===== src/rtl/uart_rx_pkg.sv =====
// uart_rx_pkg: shared receiver state encoding, minimum prescale and majority helper
package uart_rx_pkg;

    typedef enum logic [2:0] {IDLE, START, DATA, PARITY, STOP1, STOP2} rx_state_t;

    localparam int MIN_PRESCALE = 4;

    function automatic logic maj3(input logic a, input logic b, input logic c);
        return (a & b) | (a & c) | (b & c);
    endfunction

endpackage


===== src/rtl/uart_rx_sampler.sv =====
// uart_rx_sampler: per-bit edge counter with 3-point majority vote around the bit centre
module uart_rx_sampler
    import uart_rx_pkg::*;
#(
    parameter int PRESCALE_W = 6
) (
    input  logic                  clk,
    input  logic                  rst,
    input  logic                  en,
    input  logic                  rx,
    input  logic [PRESCALE_W-1:0] p,
    output logic                  mid,
    output logic                  bit_end,
    output logic                  vote
);

    logic [PRESCALE_W-1:0] cnt;
    logic [PRESCALE_W-1:0] half;
    logic                  s0;
    logic                  s1;

    assign half    = p >> 1;
    assign mid     = en && (cnt == half + 1'b1);
    assign bit_end = en && (cnt == p - 1'b1);
    assign vote    = maj3(s0, s1, rx);

    // count edges within a bit and capture the two samples preceding the vote point
    always_ff @(posedge clk) begin
        if (rst || !en) begin
            cnt <= '0;
        end else begin
            cnt <= bit_end ? '0 : cnt + 1'b1;
        end
        if (rst) begin
            s0 <= 1'b1;
            s1 <= 1'b1;
        end else begin
            if (cnt == half - 1'b1) s0 <= rx;
            if (cnt == half) s1 <= rx;
        end
    end

endmodule


===== src/rtl/uart_rx_gen2.sv =====
// uart_rx_gen2: oversampled UART receiver; break detection built when UART_RX_BREAK_DET_EN is defined
module uart_rx_gen2
    import uart_rx_pkg::*;
#(
    parameter int DATA_WIDTH = 8,
    parameter int PRESCALE_W = 6
) (
    input  logic                  CLK,
    input  logic                  RST,
    input  logic                  RX_IN,
    input  logic [PRESCALE_W-1:0] prescale,
    input  logic                  PAR_EN,
    input  logic                  PAR_TYP,
    input  logic                  STP2_EN,
    output logic [DATA_WIDTH-1:0] P_DATA,
    output logic                  data_valid,
    output logic                  par_err,
    output logic                  stp_err,
    output logic                  strt_glitch,
    output logic                  busy
`ifdef UART_RX_BREAK_DET_EN
    ,
    output logic                  break_det
`endif
);

    localparam int BW = $clog2(DATA_WIDTH);
    localparam logic [BW-1:0] LAST_BIT = BW'(DATA_WIDTH - 1);
    localparam logic [PRESCALE_W-1:0] P_MIN = PRESCALE_W'(MIN_PRESCALE);

    rx_state_t             state;
    logic [1:0]            rx_sync;
    logic                  rx;
    logic                  rx_prev;
    logic [PRESCALE_W-1:0] p_lat;
    logic [PRESCALE_W-1:0] p_clamp;
    logic [PRESCALE_W-1:0] p_sel;
    logic                  par_en_l;
    logic                  par_typ_l;
    logic                  stp2_l;
    logic [BW-1:0]         bit_cnt;
    logic [DATA_WIDTH-1:0] sr;
    logic                  par_bit;
    logic                  stp_bad;
    logic                  fall;
    logic                  mid;
    logic                  bit_end;
    logic                  vote;
    logic                  last_stop;
    logic                  stop_bad;
    logic                  par_bad;
`ifdef UART_RX_BREAK_DET_EN
    logic                  brk_hold;
    logic                  all_zero;
`endif

    assign rx        = rx_sync[1];
    assign busy      = state != IDLE;
    assign p_clamp   = (prescale < P_MIN) ? P_MIN : prescale;
    assign p_sel     = busy ? p_lat : p_clamp;
    assign last_stop = mid && ((state == STOP1 && !stp2_l) || state == STOP2);
    assign stop_bad  = !vote || (state == STOP2 && stp_bad);
    assign par_bad   = par_en_l && ((^sr ^ par_bit) != par_typ_l);
`ifdef UART_RX_BREAK_DET_EN
    assign fall      = rx_prev && !rx && !brk_hold;
    assign all_zero  = (sr == '0) && !(par_en_l && par_bit) && !vote && (state != STOP2 || stp_bad);
`else
    assign fall      = rx_prev && !rx;
`endif

    // the detection cycle is edge 0 of the start bit, so the counter runs from the fall onward
    uart_rx_sampler #(.PRESCALE_W(PRESCALE_W)) u_sampler (
        .clk     (CLK),
        .rst     (RST),
        .en      (busy || fall),
        .rx      (rx),
        .p       (p_sel),
        .mid     (mid),
        .bit_end (bit_end),
        .vote    (vote)
    );

    // two-flop synchroniser plus previous value for start-edge detection
    always_ff @(posedge CLK) begin
        if (RST) begin
            rx_sync <= 2'b11;
            rx_prev <= 1'b1;
        end else begin
            rx_sync <= {rx_sync[0], RX_IN};
            rx_prev <= rx;
        end
    end

    // frame FSM: bit sequencing, shift register, frame decision and registered pulses
    always_ff @(posedge CLK) begin
        if (RST) begin
            state       <= IDLE;
            p_lat       <= '0;
            par_en_l    <= 1'b0;
            par_typ_l   <= 1'b0;
            stp2_l      <= 1'b0;
            bit_cnt     <= '0;
            sr          <= '0;
            par_bit     <= 1'b0;
            stp_bad     <= 1'b0;
            P_DATA      <= '0;
            data_valid  <= 1'b0;
            par_err     <= 1'b0;
            stp_err     <= 1'b0;
            strt_glitch <= 1'b0;
`ifdef UART_RX_BREAK_DET_EN
            break_det   <= 1'b0;
            brk_hold    <= 1'b0;
`endif
        end else begin
            data_valid  <= 1'b0;
            par_err     <= 1'b0;
            stp_err     <= 1'b0;
            strt_glitch <= 1'b0;
`ifdef UART_RX_BREAK_DET_EN
            break_det   <= 1'b0;
            if (state == IDLE && rx) brk_hold <= 1'b0;
`endif
            case (state)
                IDLE: begin
                    if (fall) begin
                        state     <= START;
                        p_lat     <= p_clamp;
                        par_en_l  <= PAR_EN;
                        par_typ_l <= PAR_TYP;
                        stp2_l    <= STP2_EN;
                        bit_cnt   <= '0;
                        stp_bad   <= 1'b0;
                    end
                end
                START: begin
                    if (mid && vote) begin
                        state       <= IDLE;
                        strt_glitch <= 1'b1;
                    end else if (bit_end) begin
                        state <= DATA;
                    end
                end
                DATA: begin
                    if (mid) sr <= {vote, sr[DATA_WIDTH-1:1]};
                    if (bit_end) begin
                        bit_cnt <= bit_cnt + 1'b1;
                        if (bit_cnt == LAST_BIT) state <= par_en_l ? PARITY : STOP1;
                    end
                end
                PARITY: begin
                    if (mid) par_bit <= vote;
                    if (bit_end) state <= STOP1;
                end
                STOP1, STOP2: begin
                    if (last_stop) begin
                        state <= IDLE;
`ifdef UART_RX_BREAK_DET_EN
                        if (all_zero) begin
                            break_det <= 1'b1;
                            brk_hold  <= 1'b1;
                        end else
`endif
                        begin
                            par_err <= par_bad;
                            stp_err <= stop_bad;
                            if (!par_bad && !stop_bad) begin
                                data_valid <= 1'b1;
                                P_DATA     <= sr;
                            end
                        end
                    end else begin
                        if (mid) stp_bad <= !vote;
                        if (bit_end) state <= STOP2;
                    end
                end
                default: state <= IDLE;
            endcase
        end
    end

endmodule


===== config.mk =====
export PLATFORM = sky130hd
export DESIGN_NAME = uart_rx_gen2
export DESIGN_NICKNAME = d
export VERILOG_FILES = /design/src/rtl/uart_rx_pkg.sv /design/src/rtl/uart_rx_sampler.sv /design/src/rtl/uart_rx_gen2.sv
export SDC_FILE = /design/constraint.sdc
export NUM_CORES = 1
export LEC_CHECK = 0
export BUFFER_PORTS_ARGS = -buffer_cell sky130_fd_sc_hd__buf_2
export CORE_UTILIZATION = 40
export CTS_BUF_LIST = sky130_fd_sc_hd__clkbuf_2 sky130_fd_sc_hd__clkbuf_4 sky130_fd_sc_hd__clkbuf_8
export CTS_CLUSTER_SIZE = 16
export DETAILED_ROUTE_END_ITERATION = 12
export PLACE_DENSITY_LB_ADDON = 0.12
export SLEW_MARGIN = 20
export SYNTH_ARGS = -nofsm -noshare
export SYNTH_HDL_FRONTEND = slang
export SYNTH_SLANG_ARGS = --single-unit

===== constraint.sdc =====
create_clock -name CLK -period 3.3 [get_ports CLK]
set_clock_uncertainty 0.15 [all_clocks]
set_input_delay 0.495 -clock CLK [delete_from_list [all_inputs] [get_ports CLK]]
set_output_delay 0.495 -clock CLK [all_outputs]
set_load 0.005 [all_outputs]

# After elaboration in Yosys (flattened, before gate mapping)
# Cells that the tools add are included.
# totals
reg_bits	48
output_inout_bits	13
inputBits	12
elab_cells	109
# op_classes
n_eq_ne	19
n_addsub	5
bitwise	9
order_cmp	1
mux	21
n_reduce_logical	35
# op_table
op	count
2-to-1 mux 3 bit	11
equality test 6 bit	3
one-hot mux 3 bit (5 select lines)	1
2-to-1 mux 6 bit	2
equality test 3 bit, second input constant	3
logical AND 1 bit	9
inequality test 2 bit, second input constant	4
XOR reduction 8 bit	1
adder 5 x 1 -> 6 bit, second input constant	1
adder 6 x 1 -> 6 bit, second input constant	1
equality test 3 x 2 -> 1 bit, second input constant	2
equality test 6 x 5 -> 1 bit	1
zero test 1 bit	6
less-than comparator 6 x 3 -> 1 bit, second input constant	1
inequality test 3 x 2 -> 1 bit, second input constant	2
one-hot mux 3 bit (2 select lines)	1
AND reduction 2 bit	3
AND reduction 3 bit	2
AND reduction 6 bit	1
OR reduction 2 bit	3
subtractor 5 x 1 -> 6 bit, second input constant	1
subtractor 6 x 1 -> 6 bit, second input constant	1
2-to-1 mux 1 bit	5
logical OR 1 bit	4
other kinds (14)	21

# Depth between registers and ports, before layout
# depth
word_depth	9
depth_mapped	14
ltp_nobuf	11

# Cells and area by module
# Synthesis repeated with hierarchy kept, for this count alone.
# unflattened
hier_cells	313
hier_area_um2	2617.5
# modules_own_cells
module	n_inst	area_each_um2	seq_area_each_um2	cells_per_inst
uart_rx_gen2	1	1821.7	800.8	218
uart_rx_sampler	1	795.8	160.2	95

# Least setup slack after synthesis
# No wires, ideal clock.
# synth_path
path_type	input port to flip-flop
startpoint	input prescale[4]
endpoint	register u_sampler.cnt[3]
stages	14
n_path_buf	3
required_time_ps	3087
setup_ps	63
arrival_ps	3442
path_slack_ps	-355
path_cell_list	buf_2 -> o41a_1 -> mux2i_1 -> ha_1 -> inv_1 -> o311ai_2 -> mux2_1 -> mux2i_1 -> o22ai_1 -> and3_1 -> buf_6 -> or3_1 -> buf_6 -> nor2_2
# synth_between
elab_chain_cells	7
# synth_rtl
item	line	text
from (decl)	uart_rx_gen2.sv:11	input logic [PRESCALE_W-1:0] prescale,
less-than comparator 6 x 3 -> 1 bit	uart_rx_gen2.sv:59	assign p_clamp = (prescale < P_MIN) ? P_MIN : prescale;
2-to-1 mux 6 bit (*)	uart_rx_gen2.sv:59	
2-to-1 mux 6 bit (*)	uart_rx_gen2.sv:60	assign p_sel = busy ? p_lat : p_clamp;
subtractor 6 x 1 -> 6 bit (*)	uart_rx_sampler.sv:24	assign bit_end = en && (cnt == p - 1'b1);
equality test 6 bit (*)	uart_rx_sampler.sv:24	
logical AND 1 bit (*)	uart_rx_sampler.sv:24	
OR reduction 2 bit (no line) (*)	-	
to (signal assigned)	uart_rx_sampler.sv:32	cnt <= bit_end ? '0 : cnt + 1'b1;
to (decl)	uart_rx_sampler.sv:17	logic [PRESCALE_W-1:0] cnt;
# Every way passes the cells marked *; elsewhere a longest branch is shown, timed or not.
# A chain may end at the register's enable or synchronous reset.

# Final worst setup path
# layout_path
startpoint	register state[2]
endpoint	register u_sampler.cnt[2]
# layout_between
elab_chain_cells	6
elab_cells_between_ends	9
cone_classes	add/sub: 1; eq/ne: 1; mux: 1; reduce/logical: 6
# layout_rtl
item	line	text
from (decl)	uart_rx_gen2.sv:31	rx_state_t state;
from (signal assigned)	uart_rx_gen2.sv:148	if (bit_cnt == LAST_BIT) state <= par_en_l ? PARITY : STOP1;
nonzero test 3 bit (*)	uart_rx_gen2.sv:58	assign busy = state != IDLE;
2-to-1 mux 6 bit	uart_rx_gen2.sv:60	
subtractor 6 x 1 -> 6 bit	uart_rx_sampler.sv:24	
equality test 6 bit	uart_rx_sampler.sv:24	
logical AND 1 bit	uart_rx_sampler.sv:24	
OR reduction 2 bit (no line) (*)	-	
# Marked as above.

==> metrics.yaml <==
synth_seq_cells: 48
met1_usage: 0.2778
yosysTopAreaCell: "dfxtp_1"
synthCells: 345
place_congestion: 0.8793
antenna_cells: 0
whs_endpoint: "rx_sync[0]"
cts-root-buf: "clkbuf_8"
use_met2: 0.2946
cts_buffers: 5
max_slew_margin: 0.3543
fmax_mhz: 318.0
cts.path.max_buffers: 2
crit_fanout: 6
synthTopCellsByArea: "dfxtp_1 (33%), mux2i_1 (8.2%), xnor2_1 (5.4%)"
globalRouteOverflowTotal: 0
ant_nets: 0
drc: 0
synthToLayoutAreaGrowth_pct: 17.45
synth_seq_area_share: 0.3268
start_util: 0.4234
grtUsageTotal: 0.1913
hold_violations: 0
combinationalPowerShare: 0.617
cts_max_level: 2
fill_cells: 697
slowest_stage: "or4_4"
critPathLaunchType: "flip-flop"
clock-sinks: 48
rr_endpoint: "u_sampler.cnt[2]"
holdBufCountCts: 0
drive_gt1_frac: 0.2408
syn_nets: 363
tightestPinTransition_ns: 0.9561
drt_pass1_iterations: 4
critPathMaxStageDelay_ns: 0.56
synth.avg_cell_area_um2: 8.523
grt-busiest-layer: "met2"
p_per_area_nw_per_um2: 839.7
switching_share: 0.4374
cp_data_arrival_time_ns: 3.24
min_period_over_period: 0.9528
drv_cap: 0
coreArea_um2: 6944
grt_pass1_vias: 2282
critPathKind: "reg -> reg"
required_ns: 3.40
cts_setup_buffers: 0
finalWirelength_um: 6853
clkPwrFrac: 0.152
clk_latency_ns: 0.31
hpwl_um: 5217
antenna_found_initial: 0
vias_per_cell: 5.236
use_met3: 0.02922
end_kind: "flip-flop"
grt_pass1_wl_um: 11390
cts_tree: "done"
grt_max_degree: 40
hp-class: "in -> reg"
dp.cells: 470
portBuffers: 24
io_pins: 25
ir_drop_mv: 0.3996
period_needed_ns: 3.144
rows: 30
reg2reg_depth: 11
post_cts_resized: 0
ys.flop_type: "dfxtp_1"
wl_per_cell_um: 14.34
nNetsFinal: 399
synth_area_um2: 2940
die_w_um: 87.74
path_clk_slew_ns: 0.09
netSwitchingPower_mw: 1.268
p_seq_frac: 0.231
maxSlewViolCount: 0
setup_violations: 0
fin_util: 0.4973
synth_top_area_share: 0.3268
rr_startpoint: "state[2]"
synth_edf_count: 0
yosys_warnings: 0
hold_path_depth: 2
path_cells: "or4_4 > o22ai_4 > ha_4 > inv_2 > o311ai_4 > mux2_4 > mux2i_1 > o22ai_2 > and3_1 > or3_1 > nor2_2"
outcome: "complete, no violations"
rrSetupSlack_ns: 0.16
hold_start: "RX_IN"
synthArstFlopShare: 0
die_area_um2: 7697
ys_types: 66
num_vias: 2503
p_leak_nw: 1.424
fin_total_pwr_mw: 2.900
p_int_mw: 1.631
fin_tns_setup_ns: 0
layoutNonFillerInstCount: 478
dieHeight_um: 87.74
grt_setup_unrepaired: "no"
drt_iter0_drc: 102
## registers in the layout, summed over array words and instances, names as in the netlist, 2 cells and up
name	cells
P_DATA	8
bit_cnt	3
p_lat	6
rx_sync	2
sr	8
state	3
u_sampler.cnt	6
## power groups by stage
stage	clock network, mW	registers (mW)	logic, mW
6_report	0.441	0.669	1.79
5_1_grt	0.473	0.675	1.96
4_1_cts	0.452	0.668	1.79
3_5_place_dp	0	0.681	1.78
3_3_place_gp	0	0.683	1.78
2_1_floorplan	0	0.649	1.34
## metal layers
layer	vias to the layer above	part of all wire
li1	1296	-
met1	1152	0.52
met2	50	0.44
met3	5	0.040
met4	0	0.0082
met5	-	0
## layout by cell type, fill, tap and decap left out, drive strengths merged, types with 3 or more instances in the layout
cell type	instances
o22ai	4
nor3	9
dfxtp	48
mux2i	24
or2	4
nand2	24
ha	6
and3	3
xor2	6
xnor2	19
buf	53
nand4	5
o31ai	3
nor4b	3
nor2b	3
o21ai	14
or4b	3
inv	10
and3b	3
clkbuf	5
and2	6
nor2	43
or3	4
a21oi	22
nand3	19
## cell usage after synthesis (5+ instances only)
library cell   n
nor2_2         6
nand3_1       19
inv_1          9
clkbuf_1      13
ha_1           6
mux2i_1       24
xnor2_1       18
a21oi_1       22
and2_1         6
dfxtp_1       48
nand4_1        5
nand2_1       24
nor3_1         7
buf_2          5
xor2_1         6
nor2_1        37
o21ai_0       14
## cells by family after synthesis
| kind of cell | Yosys count | synth area share |
|---|---|---|
| xor+xnor | 26 | 0.08468 |
| fa+ha+maj | 7 | 0.02894 |
| compound gates | 68 | 0.1630 |
| simple gates | 136 | 0.2502 |
| buf+inv | 34 | 0.05702 |
| flops | 48 | 0.3268 |
| mux | 26 | 0.08936 |
## worst max-delay path: cells and delay by family, from the launching register on
family	cells	cell delay, ns
simple gates	4	1.32
compound gates	3	0.58
mux	2	0.48
flops	1	0.35
fa+ha+maj	1	0.17
buf+inv	1	0.04
## through the flow
step	hold slack [ns]	cell area, um^2	setup WS (ns)
global route	0.2175	3453	0.01403
global placement	0.2440	3337	-0.06645
floorplan	0.2395	3013	-0.1284
CTS	0.2108	3453	0.1403
detailed placement	0.2488	3337	-0.1294
finish	0.2157	3453	0.1557
## worst max path at each step
stage	start	to	depth (start not counted)
5_1_grt	state[2]	u_sampler.cnt[4]	10
3_3_place_gp	prescale[2]	u_sampler.cnt[5]	12
6_report	state[2]	u_sampler.cnt[2]	11
2_1_floorplan	prescale[4]	u_sampler.cnt[3]	14
3_5_place_dp	prescale[2]	u_sampler.cnt[2]	12
4_1_cts	state[2]	u_sampler.cnt[5]	11
## cell type report
cell class	count	area, um^2	area share
clock buffers	5	68.82	0.01993
clock inverters	3	47.55	0.01377
inverters	10	37.54	0.01087
multi-input cells	263	1868	0.5409
flip-flops and latches	48	960.9	0.2783
well taps	96	120.1	0.03478
repair buffers	53	350.3	0.1014
Power figures use the tool's default switching activity.
